`src/rtl/gpio_input_debounce.sv`:
```
`default_nettype none
// ============================================================================
// Module      : gpio_input_debounce
// Description : Per-pin conditioning for raw GPIO pads. Each pin is brought
//               into the clk domain through a SYNC_STAGES-deep flop chain and
//               then filtered by a consecutive-cycle debounce counter. A new
//               level is accepted only after it has differed from the current
//               output for Neff consecutive edges, where Neff is
//               debounce_cycles, or 1 when the filter is bypassed or the
//               threshold is zero.
//
// Ports       : clk              system clock
//               rst              asynchronous active-high reset
//               pin_in[W]        raw asynchronous pad inputs
//               debounce_en      1 = filter active, 0 = synchronise only
//               debounce_cycles  consecutive differing cycles to accept
//               pin_out[W]       synchronised, debounced level (registered)
//               changed[W]       1-cycle pulse when pin_out[i] takes a new value
//
// Revision    : 1.0  initial release
// ============================================================================
module gpio_input_debounce #(
    parameter int WIDTH       = 8,
    parameter int SYNC_STAGES = 2,
    parameter int CNT_WIDTH   = 16
) (
    input  logic                 clk,
    input  logic                 rst,
    input  logic [WIDTH-1:0]     pin_in,
    input  logic                 debounce_en,
    input  logic [CNT_WIDTH-1:0] debounce_cycles,
    output logic [WIDTH-1:0]     pin_out,
    output logic [WIDTH-1:0]     changed
);

    typedef enum logic [0:0] {
        ST_STABLE  = 1'b0,
        ST_PENDING = 1'b1
    } state_t;

    // Effective threshold, one bit wider than the counter so that the
    // cnt+1 comparison stays exact at the all-ones threshold.
    logic [CNT_WIDTH:0] w_neff;
    logic               w_neff_is_one;

    assign w_neff = (!debounce_en || (debounce_cycles == '0))
                  ? (CNT_WIDTH+1)'(1)
                  : {1'b0, debounce_cycles};
    assign w_neff_is_one = (w_neff == (CNT_WIDTH+1)'(1));

    generate
        for (genvar gi = 0; gi < WIDTH; gi++) begin : g_pin
            logic [SYNC_STAGES-1:0] r_sync;
            state_t                 r_state;
            state_t                 w_state_nxt;
            logic [CNT_WIDTH-1:0]   r_cnt;
            logic [CNT_WIDTH-1:0]   w_cnt_nxt;
            logic [CNT_WIDTH:0]     w_cnt_inc;
            logic                   r_out;
            logic                   r_chg;
            logic                   w_out_nxt;
            logic                   w_chg_nxt;
            logic                   w_sync_q;
            logic                   w_diff;

            // Plain flop chain: nothing between stages.
            always_ff @(posedge clk or posedge rst) begin
                if (rst) begin
                    r_sync <= '0;
                end else begin
                    r_sync <= {r_sync[SYNC_STAGES-2:0], pin_in[gi]};
                end
            end

            assign w_sync_q  = r_sync[SYNC_STAGES-1];
            assign w_diff    = (w_sync_q != r_out);
            assign w_cnt_inc = {1'b0, r_cnt} + (CNT_WIDTH+1)'(1);

            always_ff @(posedge clk or posedge rst) begin
                if (rst) begin
                    r_state <= ST_STABLE;
                    r_cnt   <= '0;
                    r_out   <= 1'b0;
                    r_chg   <= 1'b0;
                end else begin
                    r_state <= w_state_nxt;
                    r_cnt   <= w_cnt_nxt;
                    r_out   <= w_out_nxt;
                    r_chg   <= w_chg_nxt;
                end
            end

            always_comb begin
                w_state_nxt = r_state;
                w_cnt_nxt   = r_cnt;
                w_out_nxt   = r_out;
                w_chg_nxt   = 1'b0;
                case (r_state)
                    ST_STABLE: begin
                        w_cnt_nxt = '0;
                        if (w_diff) begin
                            if (w_neff_is_one) begin
                                w_out_nxt = w_sync_q;
                                w_chg_nxt = 1'b1;
                            end else begin
                                w_cnt_nxt   = CNT_WIDTH'(1);
                                w_state_nxt = ST_PENDING;
                            end
                        end
                    end
                    ST_PENDING: begin
                        if (!w_diff) begin
                            // Input fell back before the threshold: glitch.
                            w_cnt_nxt   = '0;
                            w_state_nxt = ST_STABLE;
                        end else if (w_cnt_inc >= w_neff) begin
                            // >= so a threshold lowered mid-count accepts at once.
                            w_out_nxt   = w_sync_q;
                            w_chg_nxt   = 1'b1;
                            w_cnt_nxt   = '0;
                            w_state_nxt = ST_STABLE;
                        end else begin
                            w_cnt_nxt = w_cnt_inc[CNT_WIDTH-1:0];
                        end
                    end
                    default: begin
                        w_cnt_nxt   = '0;
                        w_state_nxt = ST_STABLE;
                    end
                endcase
            end

            assign pin_out[gi] = r_out;
            assign changed[gi] = r_chg;
        end
    endgenerate

endmodule
`default_nettype wire

```
`config.mk`:
```
export PLATFORM = sky130hd
export DESIGN_NAME = gpio_input_debounce
export DESIGN_NICKNAME = d
export VERILOG_FILES = /design/src/rtl/gpio_input_debounce.sv
export SDC_FILE = /design/constraint.sdc
export NUM_CORES = 1
export LEC_CHECK = 0
export BUFFER_PORTS_ARGS = -buffer_cell sky130_fd_sc_hd__buf_4
export CORE_MARGIN = 4
export CORE_UTILIZATION = 50
export DETAILED_ROUTE_END_ITERATION = 7
export PLACE_DENSITY = 0.67
export SLEW_MARGIN = 5
export SYNTH_ARGS = -nofsm -noshare
export SYNTH_HDL_FRONTEND = slang
export SYNTH_SLANG_ARGS = --single-unit
```
`constraint.sdc`:
```
create_clock -name clk -period 6.3 [get_ports clk]
set_input_delay 0.63 -clock clk [delete_from_list [all_inputs] [get_ports clk]]
set_output_delay 0.63 -clock clk [all_outputs]
set_load 0.02 [all_outputs]
```
==> flow_summary.ini, run 1 <==
[yosys]
yosys-top-cells-area = dfrtp_1, ha_1, xnor2_1, nor2b_1, xor2_1
synth_cell_types = 66
synth_area_per_cell_um2 = 9.971
syn_nets = 1236
yosys.area.top_type_share = 0.3926
yosysWarningCount = 0
syn_area_um2 = 10710
synthTopCellsByCount = dfrtp_1, ha_1, nor2b_1, nand2_1, xnor2_1
yosysSeqAreaShare = 0.3926
synth_flop_cell = dfrtp_1
synth_cells = 1074
synth_edf_count = 0
synth_most_common_cell = dfrtp_1
synthArstFlopShare = 1.000
synth_area_leader_cell = dfrtp_1
synth_seq_cells = 168

[placed_design]
numPortBuffers = 42
gp_congestion = 0.8549
dp.final_hpwl_um = 16760

[finish]
finish.net_count = 1269
regArea_um2 = 4204
utilization = 0.5565
diodes = 0
syn_to_final_growth_pct = 9.242
n_fill_cell = 1858
multi_input_area_um2 = 6217
drive_gt1_frac = 0.07457

[cts]
clkLatencyLatePin_ns = 0.43
cts_tree = built
cts_root_buffer = clkbuf_16
cts_sinks = 168
htreeDepth = 4
postCtsSetupBuffers = 0
cts_buffers = 17
clk_pin_slew_ns = 0.06
cts_resized = 0
ctsHoldBuffers = 0
clk_path_buf_depth = 2

[timing]
fmax_mhz = 260.6
final-setup-viol-count = 0
worstMarginPinSlew_ns = 1.180
fin_crit_ns = 3.838
hold_viol = 0
rsz0062_at_grt = false
holdWs_ns = 0.2645
post-route-period-util = 0.6092
slew_violations = 0
setup_tns_ns = 0
skew_ns = 0.008897
relSlewSlack = 0.2098

[global_routing]
grt_pass1_vias = 7890
busiest_layer = met2
antenna_found_initial = 0
grt_max_degree = 66
grt_usage = 0.2070
grtUsageMet1 = 0.2776
grt_use_met2 = 0.3351
grt_remaining_overflow = 0
grt_pass1_wl_um = 39550
met3_usage = 0.04141

[power]
power_density_nw_per_um2 = 264.6
total_power_uw = 3096
p_leak_uw = 0.005622
ir_drop_mv = 0.1932

[worst_setup_path]
critPathCaptureType = register
slowest_stage = o211ai_1
critical_path_required_ns = 6.63
cp-start-kind = input pin
r2r_cells = 12
critical_path_class = in2reg
cp.arrival_ns = 4.17
critPathMaxFanout = 15
path_cells = buf_4, nor4_1, nand4_1, nor2_1, or3_1, ha_1, nand2b_1, a211oi_1, o21bai_1, a311oi_1, o211ai_1, o22ai_1
cp-startpoint = debounce_cycles[8]
slowest_delay_ns = 0.58
r2r_start = g_pin[2].r_cnt[0]

[floorplan]
io_pins = 43
start_util = 0.5094
die_h_um = 154.4
row_count = 53
dieArea_um2 = 23820
die_w_um = 154.4
fp.coreArea_um2 = 21020

[hold_path]
hold_path_class = in2async

[routing]
wl_um = 23790
vias = 7858
drt-initial-drc-count = 351
viasPerCell = 5.661
drc = 0
wl_per_cell_um = 17.14
dr.pass1.iters = 6
drt.antenna.violating_nets = 0

[outcome]
status = completed

[run]
cap_violations = 0
critical path, delay by kind of cell:
family	cells	cell delay, ns
AO/OA/AOI/OAI	5	1.77
adder cells (fa/ha/maj)	1	0.33
buffers and inverters	1	0.11
AND/OR/NAND/NOR	5	1.31
final cells by class:
| type | instances | share of cell area |
|---|---|---|
| Inverter | 26 | 0.008770 |
| Clock buffer | 19 | 0.03786 |
| Tap cell | 275 | 0.02941 |
| Timing Repair Buffer | 44 | 0.02824 |
| Clock inverter | 6 | 0.004920 |
| Sequential cell | 168 | 0.3594 |
| Multi-Input combinational cell | 850 | 0.5314 |
cell usage in the layout, fill, tap and decap left out, types with 5 or more instances in the layout:
master       n
nor4_1       7
a21oi_1     37
and4_1       9
inv_1       25
o211ai_1     6
a21o_1      16
xor2_1      46
nor3b_1     21
nand2_1     77
nand3_1     66
nand2b_1     9
and3_1      25
nor2_1      65
nand4_1     30
mux2_2       6
nor2b_1     99
xnor2_1     75
buf_4       44
ha_1       135
nor3_1      13
o21ai_0     20
dfrtp_1    168
and2_1      11
clkbuf_16   17
a211oi_1     5
report_power, final:
group / leakage, uW / switching (uW) / internal, uW / total, uW
combinational: 0.00311 / 527 / 332 / 859
sequential: 0.00226 / 106 / 1190 / 1300
clock: 0.000248 / 405 / 534 / 939
total: 0.00562 / 1040 / 2060 / 3100
layer usage:
layer	wire length, um	up-vias
met4	748	0
li1	-	3870
met2	10940	140
met5	0	-
met3	970	35
met1	11130	3813
flip-flops by register name (all words and copies together) (netlist names):
| register | count |
|---|---|
| g_pin.r_sync | 16 |
| g_pin.r_cnt | 128 |
| g_pin.r_state | 8 |
| g_pin.r_chg | 8 |
| g_pin.r_out | 8 |
final timing paths:
check                                      to  slack (ns)
max                         g_pin[3].r_cnt[0]        2.46
min                        g_pin[5].r_sync[0]        0.26
min in group clk           g_pin[5].r_sync[0]        0.30
min reg2reg                g_pin[7].r_sync[1]        0.35
max reg2reg                 g_pin[2].r_cnt[4]        2.54
max in group asynchronous   g_pin[5].r_cnt[7]        4.89
per-stage QoR:
| step | area [um^2] | cells | setup WS, ns |
|---|---|---|---|
| after floorplan | 10710 | 1074 | 1.123 |
| after global placement | 11200 | 1363 | 2.166 |
| after detailed placement | 11200 | 1363 | 2.083 |
| after CTS | 11700 | 1388 | 2.510 |
| after global routing | 11700 | 1388 | 2.060 |
| final | 11700 | 1388 | 2.462 |
cell families after synthesis:
| family | count (synthesis) | synth area share |
|---|---|---|
| adder cells (fa/ha/maj) | 135 | 0.1577 |
| AO/OA/AOI/OAI | 133 | 0.08401 |
| XOR/XNOR | 123 | 0.1019 |
| AND/OR/NAND/NOR | 452 | 0.2290 |
| flip-flops | 168 | 0.3926 |
| buffers and inverters | 56 | 0.02757 |
| multiplexers | 7 | 0.007243 |
No activity file was read; power rests on OpenSTA's default activity.
==> inputs of run 2 (changes only) <==
PLACE_DENSITY = 0.69   (was 0.67)
clock period = 3.3 ns   (was 6.3 ns; I/O delays follow)
==> flow_summary.ini, run 2 (synthesis results as in run 1) <==
[routing]
wl_per_cell_um = 17.25
drc = 0
vias = 8237
drt.antenna.violating_nets = 0
wl_um = 25290
drt-initial-drc-count = 480
viasPerCell = 5.619
dr.pass1.iters = 4

[cts]
cts_buffers = 17
cts_sinks = 168
clkLatencyLatePin_ns = 0.43
clk_path_buf_depth = 2
cts_root_buffer = clkbuf_16
htreeDepth = 4
cts_tree = built
clk_pin_slew_ns = 0.07

[floorplan]
dieArea_um2 = 23820
io_pins = 43
start_util = 0.5094
die_h_um = 154.4
die_w_um = 154.4
fp.coreArea_um2 = 21020
row_count = 53

[finish]
reg_top3 = g_pin.r_cnt x128, g_pin.r_sync x16
multi_input_area_um2 = 6401
finish.net_count = 1340
regArea_um2 = 4212
drive_gt1_frac = 0.1579
layout_commonest_cell = dfrtp_1
syn_to_final_growth_pct = 18.06
n_fill_cell = 1712
diodes = 0
design_area_um2 = 12640
layout_common_cells = dfrtp_1, ha_1, buf_4
largest_register_ffs = 128
regMostFlops = g_pin.r_cnt

[global_routing]
grt_pass1_wl_um = 42370
grt_usage = 0.2205
antenna_found_initial = 0
grt_max_degree = 169
grt_pass1_vias = 8329
grt_remaining_overflow = 0

[power]
p_leak_uw = 0.006111
ir_drop_mv = 0.3404
power_density_nw_per_um2 = 521.2

[placed_design]
post-place-ws_ns = -0.08255
dp.final_hpwl_um = 18210
gp_congestion = 0.9007
numPortBuffers = 42
placed_area_um2 = 11690

[timing]
fmax_mhz = 311.2
relSlewSlack = 0.2516
setup_tns_ns = 0
worstMarginPinSlew_ns = 1.115
hold_viol = 0
slew_violations = 0
final-setup-viol-count = 0
fin_crit_ns = 3.214
fin_ws_ns = 0.08611
skew_ns = 0.01052
rsz0062_at_grt = true
holdWs_ns = 0.1340
post-route-period-util = 0.9739

[worst_setup_path]
r2r_end = g_pin[6].r_out
cp-start-kind = register
critPathCaptureType = register
path_cells = ha_4, nand4_1, buf_4, nor2_2, and2_1, xor2_1, ha_1, nand2_1, or4_4, a31oi_1, o41ai_2, a21oi_2, mux2_2
critPathMaxFanout = 3
r2r_cells = 13
r2r_start = g_pin[6].r_cnt[1]
critical_path_class = reg2reg
critical_path_required_ns = 3.62
slowest_delay_ns = 0.54
slowest_stage = or4_4
cp.arrival_ns = 3.53
r2r_slack_ns = 0.09

[run]
cap_violations = 0

[hold_path]
hold_path_class = in2async

[outcome]
status = completed
-- run 2: critical path: cells and delay by family, from the launching register on --
kind	cells	cell delay, ns
xor+xnor	1	0.09
buf+inv	1	0.20
mux	1	0.35
fa+ha+maj	2	0.47
simple gates	5	1.05
compound gates	3	0.53
flops	1	0.42
-- run 2: worst max-delay path by stage --
| stage | startpoint | endpoint |
|---|---|---|
| 2_1_floorplan | g_pin[2].r_cnt[0] | g_pin[2].r_cnt[10] |
| 3_3_place_gp | debounce_cycles[4] | g_pin[0].r_out |
| 3_5_place_dp | g_pin[6].r_cnt[0] | g_pin[6].r_out |
| 4_1_cts | g_pin[6].r_cnt[0] | g_pin[6].r_out |
| 5_1_grt | g_pin[6].r_cnt[1] | g_pin[6].r_cnt[10] |
| 6_report | g_pin[6].r_cnt[1] | g_pin[6].r_out |
-- run 2: cell type report --
| cell class | count | area share |
|---|---|---|
| clock buffer | 17 | 0.03365 |
| clock inverter | 15 | 0.01663 |
| sequential | 168 | 0.3331 |
| timing repair buffer | 115 | 0.07511 |
| inverter | 26 | 0.008016 |
| multi-input combinational | 850 | 0.5063 |
| tap | 275 | 0.02721 |
-- run 2: report_power, final --
group / internal [uW] / switching, uW
logic: 845 / 1110
registers: 2280 / 184
clock network: 1280 / 888
total: 4410 / 2180
-- run 2: repair_timing --
action / 4_1_cts / 5_1_grt
endpoints found under the hold margin: 8 / 0
hold buffers: 8 / 0
pin swaps: 0 / 9
gates cloned: 0 / 0
endpoints found under the setup margin: 20 / 101
buffers inserted: 0 / 5
resized for setup: 5 / 40
-- run 2: per-layer routing --
layer / share of wire / up-vias / global-route usage
met1: 0.47 / 3986 / 0.3153
met5: 0 / - / 0
met4: 0.022 / 0 / 0.06812
met2: 0.45 / 175 / 0.3428
met3: 0.056 / 43 / 0.03973
li1: - / 4033 / -
-- run 2: metrics by stage --
stage                     utilization  instances  total power (uW)
after detailed placement       0.5560       1421              4377
final                          0.6015       1466              6590
after global placement         0.5560       1421              4326
after global routing           0.6015       1466              6993
after CTS                      0.5913       1461              6581
after floorplan                     -       1074              3792
==> inputs of run 3 (changes only) <==
==> constraint.sdc (replaced) <==
create_clock -name clk -period 3.3 [get_ports clk]
set_input_delay 0.66 -clock clk [delete_from_list [all_inputs] [get_ports clk]]
set_output_delay 0.66 -clock clk [all_outputs]
set_load 0.02 [all_outputs]
==> flow_summary.ini, run 3 (synthesis results as in run 1) <==
[cts]
clk_path_buf_depth = 2
cts_buffers = 17
cts_sinks = 168
htreeDepth = 4
cts_root_buffer = clkbuf_16
clkLatencyLatePin_ns = 0.43
cts_tree = built
clk_pin_slew_ns = 0.07

[timing]
rsz0062_at_grt = true
slew_violations = 0
relSlewSlack = 0.2221
fin_crit_ns = 3.201
post-route-period-util = 0.9700
fin_ws_ns = 0.09915
hold_viol = 0
holdWs_ns = 0.3248
fmax_mhz = 312.4
final-setup-viol-count = 0
skew_ns = 0.01100
worstMarginPinSlew_ns = 1.159

[worst_setup_path]
r2r_start = g_pin[6].r_cnt[0]
cp_common_cell = buf_4
critPathCaptureType = register
slowest_delay_ns = 0.55
cp-startpoint = g_pin[6].r_cnt[0]
critPathMaxFanout = 3
critical_path_class = reg2reg
endpoint = g_pin[6].r_out
cp.arrival_ns = 3.52
slowest_stage = or4_4
crit_cells = 14
crit_buf_inv = 2
r2r_slack_ns = 0.1
critical_path_required_ns = 3.62
r2r_end = g_pin[6].r_out
path_cells = ha_2, nand4_1, buf_4, nor2_2, and2_4, xor2_2, ha_1, nand2_1, or4_4, a31oi_2, o41ai_2, buf_4, a21oi_2, mux2_2
critPathTopFamily = simple AND/OR/NAND/NOR gates
r2r_cells = 14
cp-start-kind = register

[placed_design]
dp.cells = 1467
placed_area_um2 = 12050
numPortBuffers = 42
dp.final_hpwl_um = 19220
gp_congestion = 0.8759
post-place-ws_ns = -0.3635

[global_routing]
grt_remaining_overflow = 0
grt_max_degree = 76
antenna_found_initial = 0
grt_pass1_vias = 8645
grt_pass1_wl_um = 43040
grt_usage = 0.2248

[power]
p_leak_uw = 0.006254
power.share.clock = 0.321
combPwrFrac = 0.304
total_power_uw = 6581
p_sw_frac = 0.3311
p_switching_uw = 2179
p_int_uw = 4402
power_density_nw_per_um2 = 508.9
p_seq_frac = 0.375
ir_drop_mv = 0.4576

[floorplan]
dieArea_um2 = 23820
die_w_um = 154.4
die_h_um = 154.4
start_util = 0.5094
fp.coreArea_um2 = 21020
row_count = 53
io_pins = 43

[outcome]
status = completed

[finish]
regMostFlops = g_pin.r_cnt
layoutNonFillerInstCount = 1505
reg_top3 = g_pin.r_cnt x128, g_pin.r_sync x16
layout_common_cells = dfrtp_1, buf_4, ha_1
drive_gt1_frac = 0.1959
diodes = 0
design_area_um2 = 12930
finish.net_count = 1379
layout_commonest_cell = dfrtp_1
largest_register_ffs = 128
syn_to_final_growth_pct = 20.76

[routing]
viasPerCell = 5.557
wl_um = 25970
dr.pass1.iters = 5
drt.antenna.violating_nets = 0
drt-initial-drc-count = 453
vias = 8363
wl_per_cell_um = 17.26
drc = 0

[run]
cap_violations = 0

[hold_path]
hold_path_class = in2reg
[run 3: how the worst min path moves through the flow]
stage	start	to	slack (ns)	depth (start not counted)
floorplan	g_pin[0].r_sync[0]	g_pin[0].r_sync[1]	0.33	0
global placement	g_pin[7].r_sync[0]	g_pin[7].r_sync[1]	0.33	0
detailed placement	g_pin[3].r_sync[0]	g_pin[3].r_sync[1]	0.33	0
CTS	pin_in[5]	g_pin[5].r_sync[0]	0.31	1
global route	pin_in[7]	g_pin[7].r_sync[0]	0.31	1
finish	pin_in[5]	g_pin[5].r_sync[0]	0.32	1
[run 3: per-layer routing]
| metal | track usage | vias to the layer above | part of all wire |
|---|---|---|---|
| met5 | 0 | - | 0 |
| li1 | - | 4090 | - |
| met1 | 0.3100 | 4057 | 0.47 |
| met2 | 0.3609 | 161 | 0.47 |
| met4 | 0.07738 | 0 | 0.026 |
| met3 | 0.03749 | 55 | 0.037 |
[run 3: timing repair]
action,in CTS,in global routing
gates resized for setup,0,46
hold buffers,0,0
setup endpoints to repair,0,112
buffers inserted,0,6
[run 3: through the flow]
step / TNS [ns] / utilization
final: 0 / 0.6152
after floorplan: 0 / -
after detailed placement: -30.32 / 0.5731
after global routing: -0.3219 / 0.6152
after global placement: -16.22 / 0.5731
after CTS: 0 / 0.6026
[run 3: cell type report]
cell class,instances,area (um^2)
Timing Repair Buffer,154,1222
Inverter,26,101.3
Tap cell,275,344.1
Multi-Input combinational cell,850,6437
Sequential cell,168,4207
Fill cell,1684,8089
Clock buffer,20,456.7
Clock inverter,12,163.9
[run 3: power groups by stage]
stage	Sequential [uW]	Clock, uW	Combinational, uW
final	2470	2120	2000
after detailed placement	2500	0	1950
after global placement	2490	0	1910
after global routing	2490	2260	2230
after CTS	2460	2150	1970
after floorplan	2450	0	1340
